`src/rtl/lb_master_arb.sv`:
```
// Round-robin arbiter sharing one localbus among MST_NUM masters.
// Per-master write/read slots, one transaction in flight, ack timeout guard.
module lb_master_arb #(
  parameter int                        LB_DATA_WDTH = 32,
  parameter int                        LB_ADDR_WDTH = 32,
  parameter int                        MST_NUM      = 3,
  parameter int                        TO_CYC       = 255,
  parameter logic [LB_DATA_WDTH-1:0]   TO_RDATA     = 32'hDEAD_BEEF
) (
  input  logic                             lb_clk,
  input  logic                             lb_rst_n,
  input  logic [MST_NUM-1:0]               m_wreq,
  input  logic [LB_ADDR_WDTH*MST_NUM-1:0]  m_waddr,
  input  logic [LB_DATA_WDTH*MST_NUM-1:0]  m_wdata,
  output logic [MST_NUM-1:0]               m_wack,
  input  logic [MST_NUM-1:0]               m_rreq,
  input  logic [LB_ADDR_WDTH*MST_NUM-1:0]  m_raddr,
  output logic [LB_DATA_WDTH-1:0]          m_rdata,
  output logic [MST_NUM-1:0]               m_rack,
  output logic                             lb_wreq,
  output logic [LB_ADDR_WDTH-1:0]          lb_waddr,
  output logic [LB_DATA_WDTH-1:0]          lb_wdata,
  input  logic                             lb_wack,
  output logic                             lb_rreq,
  output logic [LB_ADDR_WDTH-1:0]          lb_raddr,
  input  logic [LB_DATA_WDTH-1:0]          lb_rdata,
  input  logic                             lb_rack,
  output logic                             to_err,
  output logic [15:0]                      to_cnt
);

  localparam int PW = $clog2(MST_NUM);

  localparam logic [1:0] IDLE  = 2'd0;
  localparam logic [1:0] ISSUE = 2'd1;
  localparam logic [1:0] WAIT  = 2'd2;
  localparam logic [1:0] RESP  = 2'd3;

  logic [1:0]              state;
  logic [MST_NUM-1:0]      wpend, rpend, pend;
  logic [LB_ADDR_WDTH-1:0] waddr_q [MST_NUM];
  logic [LB_DATA_WDTH-1:0] wdata_q [MST_NUM];
  logic [LB_ADDR_WDTH-1:0] raddr_q [MST_NUM];
  logic [PW-1:0]           ptr, gnt, gnt_nxt;
  logic                    cur_wr;
  logic                    ack_ok;
  logic [15:0]             to_tmr;

  assign pend   = wpend | rpend;
  assign ack_ok = cur_wr ? lb_wack : lb_rack;

  // Round-robin search starting one past the last granted master.
  always_comb begin
    int  idx;
    logic found;
    // NOTE: every variable gets a default first so no path infers a latch.
    gnt_nxt = '0;
    found   = 1'b0;
    idx     = 0;
    for (int k = 1; k <= MST_NUM; k++) begin
      idx = int'(ptr) + k;
      if (idx >= MST_NUM) idx = idx - MST_NUM;
      if (!found && pend[idx]) begin
        found   = 1'b1;
        gnt_nxt = PW'(idx);
      end
    end
  end

  // Slot flags: the served slot clears in ISSUE; a pulse into a set slot is dropped.
  always_ff @(posedge lb_clk or negedge lb_rst_n) begin
    if (!lb_rst_n) begin
      wpend <= '0;
      rpend <= '0;
    end else begin
      for (int i = 0; i < MST_NUM; i++) begin
        // NOTE: sequential state uses non-blocking assignments only.
        if (state == ISSUE && gnt == PW'(i) && cur_wr) wpend[i] <= 1'b0;
        else if (m_wreq[i])                            wpend[i] <= 1'b1;
        if (state == ISSUE && gnt == PW'(i) && !cur_wr) rpend[i] <= 1'b0;
        else if (m_rreq[i])                             rpend[i] <= 1'b1;
      end
    end
  end

  // NOTE: slot payload storage needs no reset; the pending flags qualify it.
  always_ff @(posedge lb_clk) begin
    for (int i = 0; i < MST_NUM; i++) begin
      if (m_wreq[i] && !wpend[i]) begin
        waddr_q[i] <= m_waddr[LB_ADDR_WDTH*i +: LB_ADDR_WDTH];
        wdata_q[i] <= m_wdata[LB_DATA_WDTH*i +: LB_DATA_WDTH];
      end
      if (m_rreq[i] && !rpend[i]) raddr_q[i] <= m_raddr[LB_ADDR_WDTH*i +: LB_ADDR_WDTH];
    end
  end

  always_ff @(posedge lb_clk or negedge lb_rst_n) begin
    if (!lb_rst_n) begin
      state    <= IDLE;
      ptr      <= PW'(MST_NUM - 1);
      gnt      <= '0;
      cur_wr   <= 1'b0;
      to_tmr   <= '0;
      m_wack   <= '0;
      m_rack   <= '0;
      m_rdata  <= '0;
      lb_wreq  <= 1'b0;
      lb_waddr <= '0;
      lb_wdata <= '0;
      lb_rreq  <= 1'b0;
      lb_raddr <= '0;
      to_err   <= 1'b0;
      to_cnt   <= '0;
    end else begin
      m_wack  <= '0;
      m_rack  <= '0;
      to_err  <= 1'b0;
      lb_wreq <= 1'b0;
      lb_rreq <= 1'b0;
      case (state)
        IDLE: begin
          if (|pend) begin
            gnt    <= gnt_nxt;
            ptr    <= gnt_nxt;
            cur_wr <= wpend[gnt_nxt];
            // A master with both slots pending gets its write served first.
            if (wpend[gnt_nxt]) begin
              lb_wreq  <= 1'b1;
              lb_waddr <= waddr_q[gnt_nxt];
              lb_wdata <= wdata_q[gnt_nxt];
            end else begin
              lb_rreq  <= 1'b1;
              lb_raddr <= raddr_q[gnt_nxt];
            end
            state <= ISSUE;
          end
        end
        ISSUE, WAIT: begin
          if (ack_ok) begin
            if (cur_wr) m_wack[gnt] <= 1'b1;
            else begin
              m_rack[gnt] <= 1'b1;
              m_rdata     <= lb_rdata;
            end
            state <= RESP;
          end else if (state == ISSUE) begin
            to_tmr <= 16'd1;
            state  <= WAIT;
          end else if (to_tmr == 16'(TO_CYC)) begin
            if (cur_wr) m_wack[gnt] <= 1'b1;
            else begin
              m_rack[gnt] <= 1'b1;
              m_rdata     <= TO_RDATA;
            end
            to_err <= 1'b1;
            if (to_cnt != 16'hFFFF) to_cnt <= to_cnt + 16'd1;
            state <= RESP;
          end else begin
            to_tmr <= to_tmr + 16'd1;
          end
        end
        default: state <= IDLE;
      endcase
    end
  end

endmodule

```
`config.mk`:
```
export PLATFORM = sky130hd
export DESIGN_NAME = lb_master_arb
export DESIGN_NICKNAME = d
export VERILOG_FILES = /design/src/rtl/lb_master_arb.sv
export SDC_FILE = /design/constraint.sdc
export NUM_CORES = 1
export LEC_CHECK = 0
export CAP_MARGIN = 20
export CORE_ASPECT_RATIO = 1.1
export CORE_MARGIN = 10
export CORE_UTILIZATION = 44
export DETAILED_ROUTE_END_ITERATION = 10
export PLACE_DENSITY = 0.74
export SLEW_MARGIN = 20
export SYNTH_ARGS = -nofsm -noshare
export SYNTH_HDL_FRONTEND = slang
export SYNTH_SLANG_ARGS = --single-unit
```
`constraint.sdc`:
```
create_clock -name lb_clk -period 3.9 [get_ports lb_clk]
set_input_delay 0.39 -clock lb_clk [delete_from_list [all_inputs] [get_ports lb_clk]]
set_output_delay 0.39 -clock lb_clk [all_outputs]
set_load 0.05 [all_outputs]
```
======== After elaboration in Yosys (flattened, before gate mapping) ========
Memory sizes are Yosys's and may differ from the RTL's. A register that Yosys moved wholly into a read port is not among the register bits.
Cells that the tools add are included.
W data, S select, Z words.
word-level totals
  register bits after elaboration ......... 86
  memories kept ........................... 3
  latch bits .............................. 0
  bits in read-only memories .............. 0
  word-level logic and storage cells ...... 180
  input bits .............................. 330
  RAM bits ................................ 288
memory list
  name     depth  bits a word  read ports  clocked after memory_dff  wr ports  line  RTL
  raddr_q  3      32           1           1                         3         43    logic [LB_ADDR_WDTH-1:0] raddr_q [MST_NUM];
  waddr_q  3      32           1           1                         3         41    logic [LB_ADDR_WDTH-1:0] waddr_q [MST_NUM];
  wdata_q  3      32           1           1                         3         42    logic [LB_DATA_WDTH-1:0] wdata_q [MST_NUM];
cells by class
  multipliers ............................. 0
  equal/unequal tests ..................... 12
  reductions and logical operators ........ 48
  shift operators ......................... 0
  $add $sub $neg .......................... 8
  bitwise operators ....................... 4
  divide/modulo/power cells ............... 0
  order comparisons ....................... 9
  multiplexer cells ....................... 78
operators by type and width
  operator                 count
  $mux W32                 8
  $lt A32 B4 Y1 const B    3
  $mux W1                  45
  $add A16 B1 Y16 const B  2
  $mux W16                 2
  $mux W3                  10
  $logic_and A1 B1 Y1      18
  $eq A16 B8 Y1 const B    1
  $ne A16 B16 Y1 const B   1
  $mux W2                  7
  $reduce_bool A2 Y1       7
  $logic_not A1 Y1         12
  $sub A3 B2 Y4 const B    3
  $reduce_and A5 Y1        2
  $ge A3 B2 Y1 const B     3
  $reduce_and A3 Y1        3
  $bmux W1 S2              4
  $ne A2 B2 Y1 const B     4
  $add A2 B2 Y3 const B    2
  $lt A2 B3 Y1 const B     2
  $eq A2 B1 Y1 const B     2
  $eq A2 B2 Y1 const B     2
  $logic_not A2 Y1         2
  $ne A4 B4 Y1 const B     1
  other kinds (10)         13

======== Logic depth before layout (Yosys ltp) ========
  depth in word-level cells ............... 18
  gate-level depth with buffers ........... 11

======== Worst setup path before layout ========
OpenSTA, ideal clock, no wires.
  path type ............................... flip-flop to flip-flop
  start ................................... register wpend[1]
  end ..................................... memory waddr_q[1][0], enable pin
  slack ................................... 0.129 ns
  arrival time ............................ 3.277 ns
  setup time .............................. 0.493 ns
  buffers on the path ..................... 0
  cell stages (with the launch flop) ...... 2
  cell sequence ........................... dfrtp_1 nor2b_1
RTL lines
  element                           line  RTL
  start: declaration                40    logic [MST_NUM-1:0] wpend, rpend, pend;
  start signal: assignment          73    wpend <= '0;
  start signal: indexed assignment  78    if (state == ISSUE && gnt == PW'(i) && cur_wr) wpend[i] <= 1'b0;
  start signal: indexed assignment  79    else if (m_wreq[i]) wpend[i] <= 1'b1;
  end: declaration                  41

======== Final worst setup path ========
  start ................................... register ptr[0]
  end ..................................... register lb_wdata[24] (read register of wdata_q)
between the ends
  word-level cells in the longest chain between the ends .. 16
  elaborated cells between the ends (all ways) .. 33
RTL lines
  element                                               line  RTL
  start: declaration                                    44    logic [PW-1:0] ptr, gnt, gnt_nxt;
  start signal: assignment                              100   ptr <= PW'(MST_NUM - 1);
  start signal: assignment                              124   ptr <= gnt_nxt;
  $add A2 B1 Y3                                         61    idx = int'(ptr) + k;
  $sub A3 B2 Y4 / $ge A3 B2 Y1 (equally long branches)  62    if (idx >= MST_NUM) idx = idx - MST_NUM;
  $mux W32                                              62
  $bmux W1 S2                                           63    if (!found && pend[idx]) begin
  $mux W1 (implied by the code) (2 in series)           63
  $mux W1                                               63
  $logic_not A1 Y1                                      63
  $logic_and A1 B1 Y1                                   63
  $mux W1                                               63
  $logic_not A1 Y1                                      63
  $logic_and A1 B1 Y1                                   63
  $mux W2 *                                             63
  $bmux W1 S2                                           127   if (wpend[gnt_nxt]) begin
  $mux W1 (implied by the code)                         127
  $reduce_and A3 Y1 (no line)                           -
  end: declaration                                      22    output logic [LB_DATA_WDTH-1:0] lb_wdata,
Mark *: on every way between the ends. The rest lies on a longest branch, timed or not. The select of a mux whose other input is x is not followed.
A chain may end at the register's enable or synchronous reset.

==> out/results.ini <==
[run_status]
outcome=finished with violations
violations=hold timing

[synth]
synthArstFlopShare=0.386
ys.flop_type=edfxtp_1
synth_common_cells=edfxtp_1 (288), dfrtp_1 (180), nand2_1 (113)
syn_area_sq_um=18000
synthCells=1168
syn_nets=1507
synth_area_leaders=edfxtp_1 (48%), dfrtp_1 (25%), mux2i_1 (5.5%)
synth_top_area_cell=edfxtp_1
ys_ff_latch=469
ys_seq_area_frac=0.731
postSynthAreaPerCell_sq_um=15.4
netlist.area_leader.share=0.480
synth-edff-count=288
yosysMostFrequentCell=edfxtp_1
yosysUniqueCellTypes=51
ys_warn_count=0

[clock_tree]
cts_root_buffer=clkbuf_16
ctsHoldBuffers=0
cts_resized=0
cts_tree=built
clock_latency_ns=0.57
cts.path.max_buffers=3
cts.sinks=469
clkTransAtPathRegs_ns=0.06
cts_setup_buffers=0
numCtsBuffers=47
h-tree-depth=2

[detailed_routing]
drt_iter0_markers=662
drc=0
firstDrtPassIters=5
wl_per_cell_um=23.5
antenna_left=0
vias_per_cell=5.19
routed_wl_um=52000
routed-via-count=11500

[power_and_ir_drop]
power.leakage_nw=9.50
combPwrFrac=0.453
p_int_w=0.0126
swShare=0.395
power_frac_seq=0.336
peakVddDrop_mv=0.815
clock_power_share=0.211
power.switching_w=0.00822
power_density_nw_per_um2=833

[sta]
maxSlewHeadroom=0.324
rsz0062_at_grt=false
timing.final.crit_share=0.903
whs_ns=-0.0105
period_minus_slack_ns=3.52
maxSlewViolCount=0
finalSetupViolations=0
fin_skew_ns=0.0131
setup_tns_ns=0
hold_violations=18
max_freq_ghz=0.284
worstMarginPinSlew_ns=1.01

[layout]
drive_gt1_frac=0.0823
final_nets=2002
fin_util=0.620
area_growth_pct=38.8

[place]
gp_congestion=0.825
post-dp-hpwl_um=37200
io_buffers=482

[floorplan]
start_util=0.447
num_rows=77
io_pins=483
dieArea_sq_um=49500
core_sq_um=40400
die_h_um=232
die-width_um=213

[flow_run]
drv_cap=0

[worst_hold_path]
hold_path.class=primary input to async pin

[worst_setup_path]
startpoint_type=register
crit_start=ptr[0]$_DFFE_PN0P_
r2r_start=ptr[0]$_DFFE_PN0P_
cp.required_ns=4.36
path_class=register to register
arrival_ns=3.98
cp_max_fo=26
cp-end-kind=register

[grt]
grtUsageTotal=0.206
grt_pass1_vias=12500
antenna_found_initial=12
grt_max_degree=115
grt_pass1_wl_um=76800
grt_overflow=0

==> flip-flops by register name, summed over array words and instances, names as in the netlist, 2 cells and up <==
signal and cells:
raddr_q 96, waddr_q 96, wdata_q 96, lb_raddr 32, lb_waddr 32, lb_wdata 32
m_rdata 32, to_cnt 16, to_tmr 16, m_rack 3, m_wack 3, rpend 3
wpend 3, ptr 2, state 2
==> power by group through the flow <==
stage	registers [W]	clock network [W]	logic, W
final	0.00701	0.00440	0.00943
after global routing	0.00712	0.00467	0.0101
after CTS	0.00702	0.00448	0.00959
after detailed placement	0.00709	0	0.00954
after global placement	0.00704	0	0.00933
after floorplan	0.00938	0	0.00394
==> layout make-up <==
class | instances | area (sq um)
clock inverter | 20 | 190
inverter | 19 | 71.3
fill | 3034 | 15300
clock buffer | 67 | 1300
sequential | 469 | 13200
multi-input combinational | 623 | 4580
tap | 513 | 642
antenna | 5 | 12.5
timing repair buffer | 503 | 5050
==> per-layer routing <==
layer  global-route usage  vias up  part of all wire  wire (um)
met2                0.358      408              0.51      26700
met1                0.231     5705              0.37      19300
met5                    0        -            0.0022        115
met3               0.0769       85             0.091       4710
met4               0.0621       16             0.023       1180
li1                     -     5294                 -          -
==> kinds of logic (layout without fill, tap and decap cells) <==
group | count (synthesis) | after routing | synth area share
simple gates | 227 | 227 | 0.0588
flops | 469 | 469 | 0.731
fa+ha+maj | 9 | 9 | 0.00625
other cells | 0 | 5 | 0
buf+inv | 76 | 609 | 0.0192
mux | 198 | 198 | 0.117
compound gates | 164 | 164 | 0.0557
xor+xnor | 25 | 25 | 0.0121
==> metrics by stage <==
step                      worst slack [ns]  cell area [sq um]  std cells  total power, W
after global routing                 0.207              25000       2218          0.0218
after floorplan                      0.129              18000       1168          0.0133
after detailed placement             0.408              23500       2127          0.0166
after global placement               0.570              23500       2127          0.0164
after CTS                            0.384              25000       2214          0.0211
final                                0.380              25000       2219          0.0208
==> critical path: stages (launching register included) <==
cell      delay [ns]
dfrtp_1         0.48
inv_1           0.17
ha_1            0.44
or3b_1          0.40
a221oi_2        0.43
a31oi_4         0.09
mux2i_2         0.31
a211o_2         0.46
buf_12          0.25
mux2_1          0.35
==> cells in the final DEF (no fill, tap or decap), drive strengths merged, types with 21 or more instances in the layout <==
| cell | netlist | layout |
|---|---|---|
| o22a | 24 | 24 |
| clkbuf | 31 | 68 |
| dfrtp | 180 | 180 |
| mux2 | 98 | 98 |
| nor2 | 43 | 43 |
| o21ai | 103 | 103 |
| nand2 | 113 | 113 |
| buf | 26 | 21 |
| mux2i | 100 | 100 |
| inv | 19 | 21 |
| clkdlybuf4s50 | 0 | 481 |
| edfxtp | 288 | 288 |
==> path summary, 6_finish.rpt <==
path	endpoint	slack, ns	depth (start not counted)
min in group lb_clk	wdata_q[1][17]$_DFFE_PP_	0.36	1
max in group asynchronous	lb_waddr[11]$_DFFE_PN0P_	2.86	2
hold reg to reg	lb_raddr[18]$_DFFE_PN0P_	0.49	1
hold / removal	to_tmr[7]$_DFFE_PN0P_	-0.01	1
setup / recovery	lb_wdata[24]$_DFFE_PN0P_	0.38	9
setup reg to reg	lb_wdata[24]$_DFFE_PN0P_	0.38	9
Note: power is estimated with default switching activity, not from simulation.
